## config.mk

```make
export PLATFORM = sky130hd
export DESIGN_NAME = fsa_col_extent_flat
export DESIGN_NICKNAME = d
export VERILOG_FILES = /design/src/rtl/fsa_col_extent_pkg.sv /design/src/rtl/fsa_col_extent_if.sv /design/src/rtl/fsa_col_extent.sv /design/src/flat_wrapper.sv
export SDC_FILE = /design/constraint.sdc
export NUM_CORES = 1
export LEC_CHECK = 0
export BUFFER_PORTS_ARGS = -buffer_cell sky130_fd_sc_hd__buf_4
export CORE_UTILIZATION = 50
export CTS_CLUSTER_SIZE = 8
export DETAILED_ROUTE_END_ITERATION = 10
export PLACE_DENSITY = 0.76
export SETUP_SLACK_MARGIN = 0.3
export SYNTH_ARGS = -nofsm -noshare
export SYNTH_HDL_FRONTEND = slang
export SYNTH_SLANG_ARGS = --single-unit
```

## constraint.sdc

```tcl
create_clock -name clk -period 5.1 [get_ports clk]
set_input_delay 0 -clock clk [delete_from_list [all_inputs] [get_ports clk]]
set_output_delay 0 -clock clk [all_outputs]
set_load 0.03 [all_outputs]
```

## src/rtl/fsa_col_extent_pkg.sv

```systemverilog
// Shared definitions for the FSA column-extent builder and the mask streamer:
// column BRAM word bit positions and the frame state encoding.
package fsa_pkg;

  // Frame-level states of the column-extent builder.
  typedef enum logic [1:0] {
    IDLE  = 2'd0,
    RUN   = 2'd1,
    FLUSH = 2'd2
  } fsa_state_t;

  // Bottom-row field starts at bit 0 regardless of row-index width.
  localparam int BBIT_B = 0;

  // Last bit of the bottom-row field.
  function automatic int bbit_e(input int hw);
    return hw - 1;
  endfunction

  // First bit of the top-row field.
  function automatic int tbit_b(input int hw);
    return hw;
  endfunction

  // Last bit of the top-row field.
  function automatic int tbit_e(input int hw);
    return 2 * hw - 1;
  endfunction

  // Column-has-foreground flag sits just above the top-row field.
  function automatic int vbit(input int hw);
    return 2 * hw;
  endfunction

endpackage

```

## src/rtl/fsa_col_extent_if.sv

```systemverilog
// AXI-Stream pixel channel feeding the column-extent builder.
interface fsa_col_extent_if #(
  parameter int DW = 8
) ();
  logic          tvalid;
  logic          tready;
  logic          tuser;
  logic          tlast;
  logic [DW-1:0] tdata;

  modport master (output tvalid, tdata, tuser, tlast, input tready);
  modport slave  (input tvalid, tdata, tuser, tlast, output tready);
endinterface

```

## src/rtl/fsa_col_extent.sv

```systemverilog
// Column-extent builder: for each column of a frame, records whether any
// foreground pixel occurred and the first/last foreground rows, using a
// read-modify-write pass over the shared column BRAM.
module fsa_col_extent
  import fsa_pkg::*;
#(
  parameter int C_IMG_HW = 12,
  parameter int C_IMG_WW = 12,
  parameter int C_IN_DW  = 8,
  parameter int BR_DW    = 32,
  parameter int BR_AW    = 12
) (
  input  logic                clk,
  input  logic                rst,
  input  logic [C_IMG_HW-1:0] height,
  input  logic [C_IMG_WW-1:0] width,
  input  logic [C_IMG_WW-1:0] lft_v,
  input  logic [C_IMG_WW-1:0] rt_v,
  input  logic [C_IN_DW-1:0]  th,
  fsa_col_extent_if.slave     s_axis,
  output logic                rd_en,
  output logic [BR_AW-1:0]    rd_addr,
  input  logic [BR_DW-1:0]    rd_data,
  output logic                wr_en,
  output logic [BR_AW-1:0]    wr_addr,
  output logic [BR_DW-1:0]    wr_data,
  output logic                frame_done,
  output logic                geom_err
);

  localparam int BB = BBIT_B;
  localparam int BE = bbit_e(C_IMG_HW);
  localparam int TB = tbit_b(C_IMG_HW);
  localparam int TE = tbit_e(C_IMG_HW);
  localparam int VB = vbit(C_IMG_HW);
  localparam logic [C_IMG_WW-1:0] W_ONE = 1;
  localparam logic [C_IMG_HW-1:0] H_ONE = 1;

  fsa_state_t state_q, state_d;

  logic [C_IMG_WW-1:0] x_q, width_q, lft_q, rt_q;
  logic [C_IMG_HW-1:0] y_q, height_q;
  logic [C_IN_DW-1:0]  th_q;
  logic                geom_err_q;

  logic                p1_v_q, p1_fg_q, p1_last_q;
  logic [C_IMG_WW-1:0] p1_x_q;
  logic [C_IMG_HW-1:0] p1_y_q;
  logic                p2_v_q, p2_fg_q, p2_last_q;
  logic [C_IMG_WW-1:0] p2_x_q;
  logic [C_IMG_HW-1:0] p2_y_q;
  logic                wr_en_q, wr_last_q, done_q;
  logic [C_IMG_WW-1:0] wr_addr_q;
  logic [BR_DW-1:0]    wr_data_q;

  logic                accept, sof, beatUse, endCol, endRow, fg, lastBeat;
  logic [C_IMG_WW-1:0] curX, effW, effL, effR;
  logic [C_IMG_HW-1:0] curY, effH;
  logic [C_IN_DW-1:0]  effTh;
  logic [BR_DW-1:0]    merged;
  logic                oldVal;

  // Ready drops during reset and while the last writes of a frame drain.
  assign s_axis.tready = !rst && (state_q != FLUSH);
  assign accept  = s_axis.tvalid && s_axis.tready;
  assign sof     = accept && s_axis.tuser;
  assign beatUse = sof || (accept && (state_q == RUN));

  // A start-of-frame beat is pixel (0,0) and uses the live geometry inputs,
  // since the sampled copies only become visible on the next cycle.
  assign curX  = sof ? '0 : x_q;
  assign curY  = sof ? '0 : y_q;
  assign effW  = sof ? width  : width_q;
  assign effH  = sof ? height : height_q;
  assign effL  = sof ? lft_v  : lft_q;
  assign effR  = sof ? rt_v   : rt_q;
  assign effTh = sof ? th     : th_q;

  assign endCol   = (curX == effW - W_ONE);
  assign endRow   = (curY == effH - H_ONE);
  assign fg       = (s_axis.tdata >= effTh) && (effL <= curX) && (curX <= effR);
  assign lastBeat = beatUse && endCol && endRow;

  // Frame state register.
  always_ff @(posedge clk or posedge rst) begin
    if (rst) state_q <= IDLE;
    else     state_q <= state_d;
  end

  // Next-state logic: SOF starts a frame, the final pixel drains the
  // pipeline, and the final write returns to idle as frame_done fires.
  always_comb begin
    state_d = state_q;
    case (state_q)
      IDLE:    if (sof) state_d = RUN;
      RUN:     if (lastBeat) state_d = FLUSH;
      FLUSH:   if (wr_en_q && wr_last_q) state_d = IDLE;
      default: state_d = IDLE;
    endcase
  end

  // Position counters, geometry capture and the sticky tlast checker.
  always_ff @(posedge clk or posedge rst) begin
    if (rst) begin
      x_q        <= '0;
      y_q        <= '0;
      width_q    <= '0;
      height_q   <= '0;
      lft_q      <= '0;
      rt_q       <= '0;
      th_q       <= '0;
      geom_err_q <= 1'b0;
    end else begin
      if (sof) begin
        width_q  <= width;
        height_q <= height;
        lft_q    <= lft_v;
        rt_q     <= rt_v;
        th_q     <= th;
      end
      if (beatUse) begin
        if (endCol) begin
          x_q <= '0;
          y_q <= endRow ? '0 : curY + H_ONE;
        end else begin
          x_q <= curX + W_ONE;
          y_q <= curY;
        end
        geom_err_q <= (sof ? 1'b0 : geom_err_q) | (s_axis.tlast != endCol);
      end
    end
  end

  // Merge the stored column word with the current pixel; on row 0 the stored
  // word is stale from an earlier frame and is treated as empty.
  always_comb begin
    merged = '0;
    oldVal = rd_data[VB] && (p2_y_q != '0);
    if (p2_fg_q) begin
      merged[VB]    = 1'b1;
      merged[TE:TB] = oldVal ? rd_data[TE:TB] : p2_y_q;
      merged[BE:BB] = p2_y_q;
    end else if (p2_y_q != '0) begin
      merged[VB:0] = rd_data[VB:0];
    end
  end

  // Read-modify-write pipeline: read issue, read return, write issue, done.
  always_ff @(posedge clk or posedge rst) begin
    if (rst) begin
      p1_v_q    <= 1'b0;
      p1_fg_q   <= 1'b0;
      p1_last_q <= 1'b0;
      p1_x_q    <= '0;
      p1_y_q    <= '0;
      p2_v_q    <= 1'b0;
      p2_fg_q   <= 1'b0;
      p2_last_q <= 1'b0;
      p2_x_q    <= '0;
      p2_y_q    <= '0;
      wr_en_q   <= 1'b0;
      wr_last_q <= 1'b0;
      wr_addr_q <= '0;
      wr_data_q <= '0;
      done_q    <= 1'b0;
    end else begin
      p1_v_q    <= beatUse;
      p1_fg_q   <= fg;
      p1_last_q <= lastBeat;
      p1_x_q    <= curX;
      p1_y_q    <= curY;
      p2_v_q    <= p1_v_q;
      p2_fg_q   <= p1_fg_q;
      p2_last_q <= p1_v_q && p1_last_q;
      p2_x_q    <= p1_x_q;
      p2_y_q    <= p1_y_q;
      wr_en_q   <= p2_v_q;
      wr_last_q <= p2_v_q && p2_last_q;
      wr_addr_q <= p2_x_q;
      wr_data_q <= merged;
      done_q    <= wr_en_q && wr_last_q;
    end
  end

  generate
    if (BR_DW > VB + 1) begin : g_spare
      logic unusedRdBits;
      assign unusedRdBits = ^rd_data[BR_DW-1:VB+1];
    end
  endgenerate

  assign rd_en      = p1_v_q;
  assign rd_addr    = p1_x_q;
  assign wr_en      = wr_en_q;
  assign wr_addr    = wr_addr_q;
  assign wr_data    = wr_data_q;
  assign frame_done = done_q;
  assign geom_err   = geom_err_q;

endmodule
```

## src/flat_wrapper.sv

```systemverilog
// flat-port wrapper written by rule: the top's interface ports become plain ports
module fsa_col_extent_flat import fsa_pkg::*;
#(
  parameter int C_IMG_HW = 12,
  parameter int C_IMG_WW = 12,
  parameter int C_IN_DW  = 8,
  parameter int BR_DW    = 32,
  parameter int BR_AW    = 12
)
  (clk, rst, height, width, lft_v, rt_v, th, rd_en, rd_addr, rd_data, wr_en, wr_addr, wr_data, frame_done, geom_err, s_axis_tvalid, s_axis_tdata, s_axis_tuser, s_axis_tlast, s_axis_tready);
  fsa_col_extent_if s_axis_i ();
  input  logic clk;
  input  logic rst;
  input  logic [C_IMG_HW-1:0] height;
  input  logic [C_IMG_WW-1:0] width;
  input  logic [C_IMG_WW-1:0] lft_v;
  input  logic [C_IMG_WW-1:0] rt_v;
  input  logic [C_IN_DW-1:0] th;
  output logic rd_en;
  output logic [BR_AW-1:0] rd_addr;
  input  logic [BR_DW-1:0] rd_data;
  output logic wr_en;
  output logic [BR_AW-1:0] wr_addr;
  output logic [BR_DW-1:0] wr_data;
  output logic frame_done;
  output logic geom_err;
  input wire logic [$bits(s_axis_i.tvalid)-1:0] s_axis_tvalid;
  input wire logic [$bits(s_axis_i.tdata)-1:0] s_axis_tdata;
  input wire logic [$bits(s_axis_i.tuser)-1:0] s_axis_tuser;
  input wire logic [$bits(s_axis_i.tlast)-1:0] s_axis_tlast;
  output wire logic [$bits(s_axis_i.tready)-1:0] s_axis_tready;
  assign s_axis_i.tvalid = s_axis_tvalid;
  assign s_axis_i.tdata = s_axis_tdata;
  assign s_axis_i.tuser = s_axis_tuser;
  assign s_axis_i.tlast = s_axis_tlast;
  assign s_axis_tready = s_axis_i.tready;
  fsa_col_extent #(.C_IMG_HW(C_IMG_HW), .C_IMG_WW(C_IMG_WW), .C_IN_DW(C_IN_DW), .BR_DW(BR_DW), .BR_AW(BR_AW)) u_core (.clk(clk), .rst(rst), .height(height), .width(width), .lft_v(lft_v), .rt_v(rt_v), .th(th), .s_axis(s_axis_i), .rd_en(rd_en), .rd_addr(rd_addr), .rd_data(rd_data), .wr_en(wr_en), .wr_addr(wr_addr), .wr_data(wr_data), .frame_done(frame_done), .geom_err(geom_err));
endmodule
```

Word-level counts from Yosys, hierarchy flattened

Cells that the tools add are included.

$lt $le $gt $ge: 3
Reductions and logical operators: 17
Bitwise logic cells: 1
Eq/ne operators: 9
Add/subtract/negate cells: 4
Multiplexer cells: 18

Operators with widths:

| cell                    | count |
|---|---|
| $mux W12                | 10 |
| $mux W25                | 2 |
| $add A12 B1 Y12 const B | 2 |
| $eq A12 B12 Y1          | 2 |
| $le A12 B12 Y1          | 2 |
| $sub A12 B1 Y12 const B | 2 |
| $logic_and A1 B1 Y1     | 12 |
| $reduce_bool A12 Y1     | 1 |
| $ge A8 B8 Y1            | 1 |
| $mux W8                 | 1 |
| $mux W2                 | 3 |
| $ne A2 B1 Y1 const B    | 3 |
| $pmux W2 S3             | 1 |
| $reduce_and A3 Y1       | 1 |
| $eq A2 B1 Y1 const B    | 1 |
| $eq A2 B2 Y1 const B    | 1 |
| $logic_not A2 Y1        | 1 |
| $ne A2 B2 Y1 const B    | 1 |
| $logic_not A1 Y1        | 1 |
| $logic_or A1 B1 Y1      | 1 |
| $mux W1                 | 1 |
| $ne A1 B1 Y1            | 1 |
| $or A1 B1 Y1            | 1 |

Register bits after elaboration: 177
Bits of input ports: 101
Logic and storage cells: 76
Output and inout port bits: 61

Depth between registers and ports, before layout

Word-level depth: 11
Depth in mapped cells: 19
Depth with buffers taken out: 13

Worst setup path after synthesis

No wires, ideal clock.

Path type: input port to flip-flop
Start: input port rst
End: register u_core.y_q[4]
Slack: -0.664 ns
Stages: 5
Data required time: 4.967 ns
Setup time: 0.133 ns
Arrival time: 5.631 ns
Buffers on the path: 0
Cell sequence: inv_1 nand3_1 nor4_1 a2bb2oi_1 o41ai_1

Word-level cells in the longest chain between the ends: 9
Elaborated cells between the ends (all ways): 17
Classes of those cells: add/sub (3); eq/ne (2); mux (6); reduce/logical (6)

RTL lines:

| item                           | RTL line              | source |
|---|---|---|
| start, declared                | flat_wrapper.sv:13    | `input logic rst;` |
| $logic_not A1 Y1 (no line) (*) | --                    |  |
| $logic_and A1 B1 Y1 (*)        | fsa_col_extent.sv:64  | `assign s_axis.tready = !rst && (state_q != FLUSH);` |
| $logic_and A1 B1 Y1 (*)        | fsa_col_extent.sv:65  | `assign accept = s_axis.tvalid && s_axis.tready;` |
| $logic_and A1 B1 Y1            | fsa_col_extent.sv:66  | `assign sof = accept && s_axis.tuser;` |
| $mux W12                       | --                    |  |
| $sub A12 B1 Y12                | fsa_col_extent.sv:80  | `assign endRow = (curY == effH - H_ONE);` |
| $eq A12 B12 Y1                 | fsa_col_extent.sv:80  |  |
| $mux W12                       | fsa_col_extent.sv:124 | `y_q <= endRow ? '0 : curY + H_ONE;` |
| $mux W12                       | fsa_col_extent.sv:122 | `if (endCol) begin` |
| end signal, assigned           | fsa_col_extent.sv:124 |  |
| end signal, assigned           | fsa_col_extent.sv:127 | `y_q <= curY;` |
| end, declared                  | fsa_col_extent.sv:42  | `logic [C_IMG_HW-1:0] y_q, height_q;` |

Mark *: on every way between the ends. The rest lies on a longest branch, timed or not.
A chain may end at the register's enable or synchronous reset.

Worst setup path in the final report

Start: register u_core.state_q[0]
End: register u_core.state_q[0]

Word-level cells in the longest chain between the ends: 11
Elaborated cells between the ends (all ways): 24
Classes of those cells: add/sub (2); eq/ne (8); mux (5); reduce/logical (9)

RTL lines:

| item                            | RTL line             | source |
|---|---|---|
| start, declared                 | fsa_col_extent.sv:39 | `fsa_state_t state_q, state_d;` |
| start signal, assigned          | fsa_col_extent.sv:87 | `else state_q <= state_d;` |
| $ne A2 B2 Y1                    | fsa_col_extent.sv:64 |  |
| $logic_and A1 B1 Y1             | fsa_col_extent.sv:64 |  |
| $logic_and A1 B1 Y1             | fsa_col_extent.sv:65 |  |
| $logic_and A1 B1 Y1             | fsa_col_extent.sv:66 |  |
| $mux W12                        | fsa_col_extent.sv:73 | `assign effW = sof ? width : width_q;` |
| $sub A12 B1 Y12                 | fsa_col_extent.sv:79 | `assign endCol = (curX == effW - W_ONE);` |
| $eq A12 B12 Y1                  | fsa_col_extent.sv:79 |  |
| $logic_and A1 B1 Y1             | fsa_col_extent.sv:82 | `assign lastBeat = beatUse && endCol && endRow;` |
| $logic_and A1 B1 Y1 (*)         | fsa_col_extent.sv:82 |  |
| net u_core.lastBeat             | fsa_col_extent.sv:56 | `logic accept, sof, beatUse, endCol, endRow, fg, lastBeat;` |
| $ne A2 B1 Y1 (no line) (*)      | --                   |  |
| $reduce_and A3 Y1 (no line) (*) | --                   |  |

The timed path passes the listed nets; every way through them passes the cells marked *.

==> results.ini <==
[routing]
route.antenna.remaining_nets=0
drt_iter0_drc=540
vias=6991
wl_per_cell_um=16.36
wl_um=21180
drc=0
first_pass_iters=5
viasPerCell=5.398

[die]
dieArea_sq_mm=0.01734
ios=162
coreArea_sq_mm=0.01652
die_y_um=131.7
rows=47
initial_utilization_pct=50.87
chipWidth_um=131.7

[worst_setup_path]
worstPathRequired_ns=5.40
reg2reg_slack_ns=0.90
crit_type=flip-flop to flip-flop
end_kind=flip-flop
critical_path_arrival_ns=4.50
rr_worst_depth=12
start_kind=flip-flop
worstPathMaxFanout=19

[power_and_ir_drop]
internal_power_mw=2.728
netSwitchingPower_mw=1.163
p_leak_nw=5.691
power_frac_seq_pct=43.1
power_density_mw_per_mm2=347.9
p_sw_share_pct=29.89
clkPwrFrac_pct=34.3
peakVddDrop_mv=0.2369
comb_power_share_pct=22.6

[synthesis]
avgSynthCellArea_sq_um=10.06
synth_seq_cells=177
ys.warnings.count=0
syn-instance-count=836
muxShareOfSynthArea_pct=2.739
ys_types=62
synth_edf_count=0
synthFlopType=dfrtp_1
synth_area_sq_mm=0.008407
ys_async_sr_fraction_pct=100.0
yosys.area_share.xor_xnor_pct=4.271
synthAdderAreaFrac_pct=5.358
ys_seq_area_share_pct=52.69
synth_compound_area_share_pct=11.94
synth_top_family_by_area=simple AND/OR/NAND/NOR gates
synth-simple-area-share_pct=18.28

[global_routing]
antenna_found_initial=0
grt.total_usage_pct=25.42
grt_start_max_net_pins=170
grt_overflow_total=0
grt_pass1_wl_um=34630
grt_pass1_vias=6899

[finish]
syn2layout_area_growth_pct=33.06
nFillCells=1220
drive_gt1_share_pct=18.79
instances_no_fill=1295
diodes=0
layout_commonest_cell=dfrtp_1
nNetsFinal=1201
final_cell_mix=dfrtp_1, buf_4, nand2_1, dlygate4sd3_1, inv_1

[clock_tree]
clkTransAtPathRegs_ns=0.06
cts_root_buf=clkbuf_16
cts_setup_buffers=0
cts-htree-levels=4
cts_tree=done
clk_path_buf_depth=2
cts_inserted_buffers=17
ctsResizeCount=0
clock_latency_ns=0.43
cts.sinks=177

[placement]
gp_congestion=0.8600
dpl.cell_count=1182
io_buffers=147
hpwl_um=13820

[sta]
min_period_ns=4.205
slew_violations=0
timing.hold.ws_ns=0.07309
fin_crit_sh_pct=82.44
finalHoldViolations=0
setup_tns_ns=0
fmax_mhz=237.8
setup_violations=0
slew_headroom_pct=38.53
rsz0062_at_grt=false
finClkSkew_ns=0.008446
worst_slew_pin_slew_ns=0.9220

[run_status]
outcome=finished clean

[run]
maxCapViolCount=0

[worst_hold_path]
hold_path.class=input pin to async pin

==> power by group through the flow <==
stage	combinational (mW)	clock [mW]	sequential, mW
2_1_floorplan	0.508	0	1.72
4_1_cts	0.868	1.36	1.68
3_3_place_gp	0.777	0	1.69
3_5_place_dp	0.804	0	1.70
6_report	0.878	1.34	1.68
5_1_grt	0.970	1.42	1.69
==> synth_stat cells (all sizes together), types with 4 or more instances <==
master   number  area [sq um]
and2         13         81.33
dfrtp       177          4429
buf          14         90.08
mux2i        23         230.2
o41ai         5         51.30
xnor2        27         236.5
nand3        25         125.1
a21oi        20         100.1
nand2b        6         37.54
clkbuf       28         105.1
o31ai         4         30.03
nor3         18         90.09
nor4          9         56.30
nor2b         5         31.28
a21o         13         97.59
o22ai         5         31.28
nor2         29         108.9
a2bb2oi       4         35.03
nand2       155         581.8
ha           36         450.4
a32o          5         50.05
or3           7         43.79
and3          6         37.54
a22o         13         113.9
inv          53         198.9
nand3b        5         37.54
o21ai        43         215.2
nand4        21         131.4
xor2         14         122.6
a211oi        5         37.54
==> final timing paths <==
kind,startpoint,to
min in group clk,s_axis_tdata[6],u_core.p1_fg_q
setup / recovery,u_core.state_q[0],u_core.state_q[0]
max in group asynchronous,rst,u_core.width_q[10]
hold reg to reg,u_core.p1_y_q[9],u_core.p2_y_q[9]
hold / removal,rst,u_core.p2_last_q
setup reg to reg,u_core.state_q[0],u_core.state_q[0]
==> per-layer routing <==
layer	part of all wire, %	routed length [um]	global-route usage, %	up-vias
met2	48	10180	39.86	214
met1	45	9587	34.84	3384
met4	2.1	438	9.109	0
li1	-	-	-	3354
met3	4.6	981	5.478	39
met5	0	0	0	-
==> through the flow <==
step                      utilization (%)  power, mW  instance area, sq um  setup slack (ns)
after floorplan                         -      2.230                  8434            0.3201
after global placement              59.05      2.470                  9758             1.069
after detailed placement            59.05      2.504                  9758            0.9735
after CTS                           67.69      3.903                 11190            0.9101
after global routing                67.69      4.079                 11190            0.5987
final                               67.69      3.891                 11190            0.8955
==> registers in the layout, indices dropped and copies added (netlist names), 2 cells and up <==
| register | cells |
|---|---|
| u_core.height_q | 12 |
| u_core.lft_q | 12 |
| u_core.p1_y_q | 12 |
| u_core.p2_x_q | 12 |
| u_core.p2_y_q | 12 |
| u_core.rd_addr | 12 |
| u_core.rt_q | 12 |
| u_core.state_q | 2 |
| u_core.th_q | 8 |
| u_core.width_q | 12 |
| u_core.wr_addr | 12 |
| u_core.wr_data | 25 |
| u_core.x_q | 12 |
| u_core.y_q | 12 |
==> critical path, cell delays in order, from the launching register on <==
cell and delay (ns):
dfrtp_1 0.41, nand2b_1 0.25, nand2_4 0.27, mux2i_1 0.28, ha_1 0.21, or4b_1 0.43, a2111oi_0 0.41, a41oi_1 0.16
xnor2_1 0.19, nand3_1 0.12, or4b_1 0.80, nor3_1 0.42, a211oi_1 0.13
==> timing repair <==
item                                    CTS  global route
hold buffers                             83             0
endpoints found under the hold margin    90             0
endpoints found under the setup margin    0             0
==> final cells by class <==
type	instances	area [sq um]	share of cell area [%]
repair buffers	245	2059	18.41
clock buffers	19	442.9	3.960
multi-input cells	570	3622	32.38
inverters	53	202.7	1.812
flip-flops and latches	177	4429	39.60
clock inverters	11	153.9	1.376
well taps	220	275.3	2.461
==> cell families (layout without fill, tap and decap cells) <==
| family | Yosys count | after routing |
|---|---|---|
| buffers and inverters | 95 | 328 |
| muxes | 23 | 23 |
| xor gates and xnor gates | 41 | 41 |
| and+or+nand+nor | 319 | 319 |
| AOI/OAI and AO/OA | 144 | 144 |
| DFF | 177 | 177 |
| adders and majority gates | 36 | 36 |
| other | 1 | 7 |
No activity file was read; power rests on OpenSTA's default activity.
